$ cat config.mk
export PLATFORM = sky130hd
export DESIGN_NAME = sr_latch_driver
export DESIGN_NICKNAME = d
export VERILOG_FILES = /design/src/rtl/sr_latch_driver.sv
export SDC_FILE = /design/constraint.sdc
export NUM_CORES = 1
export LEC_CHECK = 0
export ABC_AREA = 1
export CORE_AREA = 2 2 84 46
export DETAILED_ROUTE_END_ITERATION = 8
export DIE_AREA = 0 0 86 48
export PLACE_DENSITY = 0.52
export SYNTH_ARGS = -nofsm -noshare
export SYNTH_HDL_FRONTEND = slang
export SYNTH_SLANG_ARGS = --single-unit
$ cat constraint.sdc
create_clock -name clk -period 1.95 [get_ports clk]
set_clock_uncertainty 0.15 [all_clocks]
set_input_delay 0.39 -clock clk [delete_from_list [all_inputs] [get_ports clk]]
set_output_delay 0.39 -clock clk [all_outputs]
set_load 0.05 [all_outputs]
$ cat src/rtl/sr_latch_driver.sv
// Drives Sbar/Rbar of an external NAND SR latch with guarded, fixed-width
// pulses and confirms the latch state through synchronized Q/Qbar feedback.
module sr_latch_driver #(
    parameter int PULSE_W = 4,
    parameter int GAP_W   = 2,
    parameter int TIMEOUT = 16,
    parameter int CNT_W   = 8
) (
    input  logic clk,
    input  logic reset,
    input  logic req_valid,
    input  logic req_set,
    output logic req_ready,
    output logic Sbar,
    output logic Rbar,
    input  logic q_fb,
    input  logic qbar_fb,
    output logic done,
    output logic err,
    output logic state_q
);

    typedef enum logic [1:0] {
        IDLE  = 2'd0,
        GAP   = 2'd1,
        PULSE = 2'd2,
        CHECK = 2'd3
    } state_t;

    localparam logic [CNT_W-1:0] GAP_LD   = CNT_W'(GAP_W);
    localparam logic [CNT_W-1:0] PULSE_LD = CNT_W'(PULSE_W);
    localparam logic [CNT_W-1:0] TO_LD    = CNT_W'(TIMEOUT);
    localparam logic [CNT_W-1:0] ONE      = CNT_W'(1);

    state_t           state;
    state_t           state_n;
    logic [CNT_W-1:0] cnt;
    logic [CNT_W-1:0] cnt_n;
    logic             req_set_r;
    logic             req_set_n;
    logic             done_n;
    logic             err_n;
    logic             state_q_n;
    logic             ready_n;
    logic             sbar_n;
    logic             rbar_n;

    logic q_m;
    logic q_s;
    logic qbar_m;
    logic qbar_s;

    logic accept;
    logic last;
    logic match;

    // Feedback is asynchronous to clk; two flops per line before use.
    always_ff @(posedge clk or posedge reset) begin
        if (reset) begin
            q_m    <= 1'b0;
            q_s    <= 1'b0;
            qbar_m <= 1'b0;
            qbar_s <= 1'b0;
        end else begin
            q_m    <= q_fb;
            q_s    <= q_m;
            qbar_m <= qbar_fb;
            qbar_s <= qbar_m;
        end
    end

    assign accept = (state == IDLE) && req_valid && req_ready;
    assign last   = (cnt == ONE);
    assign match  = (q_s == req_set_r) && (qbar_s == ~req_set_r);

    always_comb begin
        state_n   = state;
        cnt_n     = cnt;
        req_set_n = req_set_r;
        done_n    = 1'b0;
        err_n     = 1'b0;
        state_q_n = state_q;
        unique case (state)
            IDLE: begin
                if (accept) begin
                    req_set_n = req_set;
                    cnt_n     = GAP_LD;
                    state_n   = GAP;
                end
            end
            GAP: begin
                if (last) begin
                    cnt_n   = PULSE_LD;
                    state_n = PULSE;
                end else begin
                    cnt_n = cnt - ONE;
                end
            end
            PULSE: begin
                if (last) begin
                    cnt_n   = TO_LD;
                    state_n = CHECK;
                end else begin
                    cnt_n = cnt - ONE;
                end
            end
            CHECK: begin
                // A match on the final count still wins over the timeout.
                if (match) begin
                    done_n    = 1'b1;
                    state_q_n = req_set_r;
                    state_n   = IDLE;
                end else if (last) begin
                    err_n   = 1'b1;
                    state_n = IDLE;
                end else begin
                    cnt_n = cnt - ONE;
                end
            end
            default: state_n = IDLE;
        endcase
    end

    // Line drive is decoded from the next state so every output is a flop.
    always_comb begin
        ready_n = (state_n == IDLE);
        sbar_n  = ~((state_n == PULSE) && req_set_n);
        rbar_n  = ~((state_n == PULSE) && !req_set_n);
    end

    always_ff @(posedge clk or posedge reset) begin
        if (reset) begin
            state     <= IDLE;
            cnt       <= '0;
            req_set_r <= 1'b0;
            req_ready <= 1'b0;
            Sbar      <= 1'b1;
            Rbar      <= 1'b1;
            done      <= 1'b0;
            err       <= 1'b0;
            state_q   <= 1'b0;
        end else begin
            state     <= state_n;
            cnt       <= cnt_n;
            req_set_r <= req_set_n;
            req_ready <= ready_n;
            Sbar      <= sbar_n;
            Rbar      <= rbar_n;
            done      <= done_n;
            err       <= err_n;
            state_q   <= state_q_n;
        end
    end

    a_never_both_low: assert property (
        @(posedge clk) disable iff (reset) (Sbar || Rbar)
    );

    a_done_err_excl: assert property (
        @(posedge clk) disable iff (reset) !(done && err)
    );

endmodule
Word level (Yosys, flattened, before mapping) --
Index checks and enable logic that the tools add are counted. Widths: inputs -> output; s select.
Storage, ports and cells: register bits after elaboration 21, bits of input ports 6, output and inout bits 6, word-level logic and storage cells 56
Operators by class: $add $sub $neg 1, equal/unequal tests 10, muxes and demuxes 19, bitwise logic cells 3, reductions and logical operators 10
Operator list (number):
- $mux 8 | 5
- $pmux 8 s4 | 1
- $mux 2 | 5
- $eq 8x1->1 const B | 1
- $pmux 2 s4 | 1
- $sub 8x1->8 const B | 1
- $mux 1 | 7
- $eq 2x2->1 const B | 3
- $ne 2x2->1 const B | 3
- $logic_and 1x1->1 | 5
- $logic_not 2->1 | 2
- $not 1->1 | 3
- $reduce_and 3->1 | 1
- $eq 1x1->1 | 2
- $eq 2x1->1 const B | 1
- $reduce_and 2->1 | 1
- $logic_not 1->1 | 1

Longest topological paths before layout --
Gate-level depths: netlist of run 1.
word-level depth 8, depth in mapped cells 9, depth with buffers taken out 9

Least setup slack after synthesis of run 1 --
No wires, ideal clock.
path kind register -> register, start register req_ready, end register cnt[0], setup time 0.121 ns, arrival 1.265 ns, data required time 1.679 ns, slack 0.414 ns, stages on the path, launching flop included 7, path buffers 1, period minus slack after synthesis 1.536 ns, cells stage by stage dfrtp_1 > nand3_1 > nand2_1 > nand3_4 > buf_6 > nand2_1 > o21ai_2
Between the ends: word-level cells in the longest chain between the ends 3
RTL lines:
- start: declaration | line 13 | output logic req_ready,
- start signal: assignment | line 146 | req_ready <= ready_n;
- $logic_and 1x1->1 | line 72 | assign accept = (state == IDLE) && req_valid && req_ready;
- $ne 2x2->1 (no source line)
- $reduce_and 3->1 (no source line)
- end signal: assignment | line 144 | cnt <= cnt_n;
- end: declaration | line 37 | logic [CNT_W-1:0] cnt;
No other way between the ends. A chain may end at the register's enable or synchronous reset.

Final worst setup path of run 1 --
start register cnt[1], end register cnt[1]
Between the ends: word-level cells in the longest chain between the ends 4, elaborated cells on any way between the ends 9, those cells by class add/sub: 1; eq/ne: 2; mux: 5; reduce/logical: 1
RTL lines:
- $sub 8x1->8 | line 96, 104, 117
- $mux 8 | line 113 | end else if (last) begin
- $mux 8 | line 109 | if (match) begin
- $pmux 8 s4 | line 83 | unique case (state)
Several ways; a longest one is shown, not always the timed one. The select of a mux whose other input is x is not followed.

==> reports/summary.txt, run 1 <==
==================================================================================================
Fraction of the yosys area taken by sequential cells                                        48.23%
Setup repair after global routing missed its margin                                             no
First-pass GRT wire length                                                                 3546 µm
Clk buf depth                                                                                    2
Overall power                                                                            0.7524 mW
Nets@finish                                                                                    150
# rows                                                                                          15
Insertion delay to the later sink of the worst-skew pair                                   0.26 ns
Largest net degree at the start of global routing                                               22
Quantity of I/O buffers inserted on ports                                                       11
Floorplan core area                                                                       3322 µm²
Crit path required time                                                                    1.96 ns
Starting Density                                                                            32.96%
Maximum level of the CTS H-tree                                                                  1
Combined area of the multi-input logic cells                                             465.4 µm²
Achievable frequency                                                                     614.5 MHz
Footprint of the flip-flops and latches                                                  528.0 µm²
Worst ir drop on vdd                                                                     0.2403 mV
Post-Synthesis Net Count                                                                       134
Synthesized flop and latch total                                                                21
Most area-consuming cells after synthesis                                             sky130_fd_sc_hd__dfrtp_1, sky130_fd_sc_hd__nand2_1, sky130_fd_sc_hd__inv_1
Die width                                                                                    86 µm
Number of hold violations in the final report                                                    0
Shortest period the worst path allows                                                     1.627 ns
Initial antenna violation count                                                                  0
Number of I/O pins                                                                              12
Overall die area                                                                          4128 µm²
TritonCTS clock tree                                                                         built
Crit end category                                                                         register
Die height                                                                                   48 µm
Count of synthesis-stage warnings from yosys                                                     0
Min-delay worst type                                                                       reg2reg
Slew Limit Headroom                                                                         82.27%
Total vias in the final route                                                                  774
Final worst hold slack                                                                   0.2026 ns
Post-DR vias/cell                                                                            4.230
Final setup vio count                                                                            0
Number of detailed-route iterations in the first pass                                            4
Number of design-rule violations left by the first detailed-router iteration                    52
Layout-stage area growth over the synthesis result                                          19.54%
Drt drc                                                                                          0
Slew at the pin with the worst max-slew slack                                            0.2649 ns
Number of fill cells                                                                           334
Detailed Place HPWL                                                                        1582 µm
Syn_area_per_cell                                                                        8.689 µm²
Largest fanout on the critical path                                                             12
Post-cts sizing count                                                                            0
Leakage power total                                                                      0.7031 nW
Wire length per cell                                                                      11.21 µm
WP data arrival                                                                            1.63 ns
# clock sinks                                                                                   21
Max Slew Vio Count                                                                               0
Count of nets left with antenna violations after detail routing                                  0
Clock transition time at the flip-flop clock pins of the worst setup and hold paths        0.08 ns
Cell taking the most area after synthesis                                             sky130_fd_sc_hd__dfrtp_1
Via count of the first global-routing pass                                                     683
Area share of the leading cell type in the synthesized netlist                              43.43%
Critical path start-end classification                                                     reg2reg
Number of standard cells after synthesis                                                       126
Final WL                                                                                   2051 µm
Num CTS Buffers                                                                                  3
Sum of negative setup slack                                                                   0 ns
Fraction of final layout cells sized beyond drive strength 1                                21.99%
Total congestion overflow                                                                        0
Clock root buffer                                                                     sky130_fd_sc_hd__clkbuf_8
GRT Overall Usage                                                                           11.84%
Post-CTS Hold Buffers                                                                            0
Critical path startpoint category                                                         register
Final cycle utilization of the critical path                                                83.45%
Inserted Diodes                                                                                  0
Final GP Congestion                                                                         0.7588
Cell Pwr Density                                                                      574.9 nW/µm²
Outcome                                                                               complete, no violations
Count of cell types in the netlist                                                              23
Cell area after synthesis                                                                 1095 µm²
Max-Cap Viols                                                                                    0
Post CTS Setup Buffer Count                                                                      0
==================================================================================================
==> layout by cell type, fill, tap and decap left out <==
cell type,count
sky130_fd_sc_hd__a21oi_1,1
sky130_fd_sc_hd__a21oi_2,1
sky130_fd_sc_hd__buf_12,2
sky130_fd_sc_hd__buf_4,5
sky130_fd_sc_hd__clkbuf_1,1
sky130_fd_sc_hd__clkbuf_8,3
sky130_fd_sc_hd__clkdlybuf4s50_1,5
sky130_fd_sc_hd__dfrtp_1,19
sky130_fd_sc_hd__dfstp_2,2
sky130_fd_sc_hd__ha_1,2
sky130_fd_sc_hd__inv_1,20
sky130_fd_sc_hd__inv_2,4
sky130_fd_sc_hd__nand2_1,39
sky130_fd_sc_hd__nand2_4,2
sky130_fd_sc_hd__nand3_1,6
sky130_fd_sc_hd__nand3_2,3
sky130_fd_sc_hd__nand3_4,1
sky130_fd_sc_hd__nand4_1,1
sky130_fd_sc_hd__nor2_1,5
sky130_fd_sc_hd__nor2_2,1
sky130_fd_sc_hd__nor2_4,1
sky130_fd_sc_hd__nor2_8,1
sky130_fd_sc_hd__o21ai_0,3
sky130_fd_sc_hd__o21ai_1,3
sky130_fd_sc_hd__o21ai_2,5
sky130_fd_sc_hd__xnor2_1,1
sky130_fd_sc_hd__xor2_1,4
==> kinds of logic (layout without fill, tap and decap cells) <==
| logic type | count (synthesis) | after routing | synth area share, % |
|---|---|---|---|
| AND/OR/NAND/NOR | 60 | 60 | 28.23 |
| buffers and inverters | 25 | 40 | 9.256 |
| AO/OA/AOI/OAI | 13 | 13 | 7.999 |
| XOR/XNOR | 5 | 5 | 4.000 |
| adder cells (fa/ha/maj) | 2 | 2 | 2.285 |
| flip-flops | 21 | 21 | 48.23 |
==> stage by stage <==
stage / cell area, µm² / util (%) / setup slack, ns / std cells
2_1_floorplan: 1095 / - / 0.4139 / 126
3_3_place_gp: 1264 / 38.04 / 0.2502 / 179
3_5_place_dp: 1264 / 38.04 / 0.2357 / 179
4_1_cts: 1309 / 39.40 / 0.3175 / 183
5_1_grt: 1309 / 39.40 / 0.2295 / 183
6_report: 1309 / 39.40 / 0.3228 / 183
==> flip-flops by register name, indices dropped and copies added (netlist names) <==
name	count
err	1
cnt	8
state_q	1
Sbar	1
req_set_r	1
Rbar	1
qbar_m	1
state	2
qbar_s	1
done	1
req_ready	1
q_m	1
q_s	1
==> power by group <==
| part | internal, mW | total (mW) | switching (mW) |
|---|---|---|---|
| combinational | 0.0114 | 0.0239 | 0.0125 |
| sequential | 0.439 | 0.441 | 0.00163 |
| clock | 0.146 | 0.287 | 0.142 |
==> area by class of cell <==
cell class	instances	share of cell area [%]
clock buffer	4	3.442
inverter	24	6.883
multi-input combinational	80	35.56
sequential	21	40.34
tap	42	4.015
timing repair buffer	12	9.751
==> synth_stat cells, drive strengths merged <==
cell type   n
xnor2       1
ha          2
nand4       1
o21ai      11
nor2        8
buf         1
xor2        4
dfrtp      19
nand2      41
inv        24
nand3      10
dfstp       2
a21oi       2
==> critical path, stage by stage (launching register included) <==
cell                      delay (ns)
sky130_fd_sc_hd__dfrtp_1        0.41
sky130_fd_sc_hd__inv_1          0.08
sky130_fd_sc_hd__ha_1           0.15
sky130_fd_sc_hd__nand3_2        0.14
sky130_fd_sc_hd__nor2_8         0.19
sky130_fd_sc_hd__nand2_4        0.08
sky130_fd_sc_hd__nand3_4        0.14
sky130_fd_sc_hd__inv_1          0.05
sky130_fd_sc_hd__nand2_1        0.06
sky130_fd_sc_hd__nand2_1        0.05
==> worst paths after layout <==
check	cells after the start	end	startpoint	slack [ns]
max in group asynchronous	3	Sbar	reset	1.07
hold / removal	0	qbar_s	qbar_m	0.20
hold reg to reg	0	qbar_s	qbar_m	0.20
setup / recovery	9	cnt[1]	cnt[1]	0.32
setup reg to reg	9	cnt[1]	cnt[1]	0.32
min in group asynchronous	3	cnt[1]	reset	0.31
==> layer usage <==
metal | routed length (µm) | vias to the layer above | track usage (%)
li1 | - | 413 | -
met4 | 0 | 0 | 2.857
met2 | 660 | 13 | 13.02
met5 | 0 | - | 0
met3 | 93 | 0 | 3.621
met1 | 1297 | 348 | 20.06
Note: power is estimated with default switching activity, not from simulation.
==> run 2, diff against run 1 <==
PLACE_DENSITY = 0.54   (was 0.52)
clock period = 1.3 ns   (was 1.95 ns; I/O delays follow)
==> run 2 against run 1 <==
  * The flow now finishes with violations (setup timing)
  * Via count up 19%
  * First-iteration DRC count down 60%
  * Total power up 53%
  * Maximum frequency up 12%
  * Global-route usage up 2.8 points
  * Die area unchanged
  * Cell count up 15%
  * Sequential power up 50%
  * Worst setup slack worse by 0.48 ns
  * Clock power up 53%
  * Critical path type unchanged
==> reports/summary.txt, run 2 (synthesis results as in run 1) <==
==================================================================================================
Outcome                                                                               complete, but fails checks
Failing checks                                                                        setup timing
Die height                                                                                   48 µm   unchanged
Post-CTS Hold Buffers                                                                            0   unchanged
Num CTS Buffers                                                                                  3   unchanged
Drt drc                                                                                          0   unchanged
Post-DR vias/cell                                                                            4.400   +4.0%
# clock sinks                                                                                   21   unchanged
Die width                                                                                    86 µm   unchanged
Slew Limit Headroom                                                                         87.88%   +5.6 points
Number of I/O pins                                                                              12   unchanged
Floorplan core area                                                                       3322 µm²   unchanged
Overall die area                                                                          4128 µm²   unchanged
Launching point of the worst reg2reg path                                                   cnt[3]
Largest net degree at the start of global routing                                               22   unchanged
Insertion delay to the later sink of the worst-skew pair                                   0.27 ns   about the same
WP data arrival                                                                            1.51 ns   -0.12 ns
Setup repair after global routing missed its margin                                            yes
Leading cell type in the layout, fill and taps excluded                               sky130_fd_sc_hd__nand2_1
Worst ir drop on vdd                                                                     0.5586 mV   +130%
Final worst hold slack                                                                   0.1641 ns   -0.03856 ns
Cell repeated most along the worst path                                               sky130_fd_sc_hd__nand2_2
First-pass GRT wire length                                                                 4340 µm   +22%
Register bank with the most flops                                                              cnt
Clock transition time at the flip-flop clock pins of the worst setup and hold paths        0.08 ns   about the same
Crit path required time                                                                    1.35 ns   -0.61 ns
Switching share of power                                                                    22.02%   +1.3 points
Number of detailed-route iterations in the first pass                                            4   unchanged
Net switching power                                                                      0.2541 mW   +63%
Final cycle utilization of the critical path                                                111.8%   +28 points
# rows                                                                                          15   unchanged
Min-delay worst type                                                                      in2async
Leakage power total                                                                      0.8971 nW   +28%
Number of fill cells                                                                           273   -18%
Clock root buffer                                                                     sky130_fd_sc_hd__clkbuf_8
Total vias in the final route                                                                  924   +19%
Layout-stage area growth over the synthesis result                                          62.29%
Total congestion overflow                                                                        0   unchanged
Final setup vio count                                                                           17   +17
Flip-flop count of the largest register after layout                                             8   unchanged
Inserted Diodes                                                                                  0   unchanged
Crit end category                                                                         register
Largest fanout on the critical path                                                              5   -7
Number of hold violations in the final report                                                    0   unchanged
Comb pwr share                                                                                4.5%   +1.3 points
Final GP Congestion                                                                         0.7792   +2.7%
Via count of the first global-routing pass                                                     908   +33%
Starting Density                                                                            32.96%   unchanged
Critical path's largest stage delay                                                        0.42 ns   about the same
Cell Pwr Density                                                                      649.3 nW/µm²   +13%
Power share of the sequential group                                                          57.4%   -1.2 points
Max-Cap Viols                                                                                    0   unchanged
Count of nets left with antenna violations after detail routing                                  0   unchanged
Worst reg2reg path depth                                                                         8   -1
TritonCTS clock tree                                                                         built
Endpoint of the most critical register-to-register path                                     cnt[4]
Number of design-rule violations left by the first detailed-router iteration                    21   -60%
Setup slack of the worst register-to-register path                                        -0.15 ns   -0.48 ns
Initial antenna violation count                                                                  0   unchanged
Final cell count without fillers                                                               210   +15%
Standard cell with the maximum stage delay on the critical path                       sky130_fd_sc_hd__dfrtp_1
Crit path launch                                                                            cnt[3]
Count of buffer and inverter cells on the critical path                                          1   -1
Slew at the pin with the worst max-slew slack                                            0.1799 ns   -0.08506 ns
CP Cell Sequence                                                                      nor2_4 -> nand2_4 -> nor2_8 -> buf_6 -> nand2_2 -> nand2_2 -> nand2_1 -> o21ai_1
Detailed Place HPWL                                                                        1676 µm   +5.9%
Cell count after placement                                                                     202   +13%
Shortest period the worst path allows                                                     1.454 ns   -0.1736 ns
Utilization of the core after routing                                                       53.48%   +14 points
Critical path startpoint category                                                         register
Clk buf depth                                                                                    2   unchanged
Post-Place Worst Slack                                                                  -0.2440 ns   -0.4796 ns
Internal Dissipation                                                                     0.8996 mW   +51%
Maximum level of the CTS H-tree                                                                  1   unchanged
Nets@finish                                                                                    177   +18%
Commonest non-fill, non-tap cells in the layout                                       sky130_fd_sc_hd__nand2_1, sky130_fd_sc_hd__buf_4, sky130_fd_sc_hd__dfrtp_1
Cell class contributing the biggest share of worst-path delay                         simple AND/OR/NAND/NOR gates
Critical path start-end classification                                                     reg2reg
Achievable frequency                                                                     687.9 MHz   +12%
Largest regs                                                                          cnt: 8 flops, state: 2 flops
GRT Overall Usage                                                                           14.60%   +2.8 points
Post-route worst setup slack                                                            -0.1536 ns   -0.4764 ns
Quantity of I/O buffers inserted on ports                                                       11   unchanged
Fraction of final layout cells sized beyond drive strength 1                                53.57%   +32 points
Clock network power share                                                                    38.1%   about the same
Wire length per cell                                                                      12.11 µm   +8.1%
Final WL                                                                                   2544 µm   +24%
Max Slew Vio Count                                                                               0   unchanged
==================================================================================================
==> run 2: changes by cell type in the layout (fill, tap and decap cells not counted), moves of 5 or more <==
cell                      delta
sky130_fd_sc_hd__buf_12      +6
sky130_fd_sc_hd__buf_4      +16
sky130_fd_sc_hd__inv_2       +5
sky130_fd_sc_hd__inv_1       -7
sky130_fd_sc_hd__nand2_2    +11
sky130_fd_sc_hd__nand2_1    -13
sky130_fd_sc_hd__nand3_4     +5
==> run 2: worst max-delay path by stage <==
stage / end / cells after the start
after CTS: cnt[2] / 9
after global routing: cnt[4] / 8
after floorplan: cnt[3] / 9
after detailed placement: cnt[2] / 6
final: cnt[4] / 8
after global placement: Rbar / 9
==> run 2: through the flow <==
step	TNS, ns	power [mW]	cell area [µm²]
floorplan	-1.157	0.6889	1106
global placement	-2.698	0.7205	1523
detailed placement	-3.101	0.7213	1523
CTS	-1.790	1.160	1704
global route	-2.696	1.202	1777
finish	-1.689	1.154	1777
==> run 2: timing repair <==
action                                  4_1_cts  5_1_grt
pin swaps                                    10       18
endpoints found under the setup margin       18       18
resized for setup                            29       19
cloned                                        1        0
setup buffers                                 2        1
==> run 2: metal layers <==
layer | vias up | track usage (%) | wire length (µm)
li1 | 468 | - | -
met1 | 439 | 20.21 | 1270
met2 | 15 | 22.48 | 1139
met3 | 2 | 4.655 | 113
met4 | 0 | 3.810 | 21
met5 | - | 0 | 0
==> run 2: final cells by class <==
type | count | area [µm²] | area share [%]
inverter | 24 | 95.09 | 5.352
tap | 42 | 52.55 | 2.958
sequential | 21 | 529.3 | 29.79
timing repair buffer | 38 | 412.9 | 23.24
multi-input combinational | 81 | 640.6 | 36.06
clock buffer | 3 | 41.29 | 2.324
clock inverter | 1 | 5.005 | 0.2817
==> run 2: worst min-delay path: cells and delay by family <==
kind	cells	cell delay, ns
buffers and inverters	3	0.67
==> run 2: power groups by stage <==
stage | Clock, mW | Combinational, mW | Sequential (mW)
after floorplan | 0 | 0.0153 | 0.674
after global placement | 0 | 0.0464 | 0.674
after detailed placement | 0 | 0.0470 | 0.674
after CTS | 0.448 | 0.0508 | 0.662
after global routing | 0.481 | 0.0581 | 0.662
final | 0.439 | 0.0523 | 0.662
==> run 3, diff against run 2 <==
SLEW_MARGIN = 30   (was default)
==> results of run 3 <==
Same layout as run 2: the final DEF is identical, and so are final timing and power.
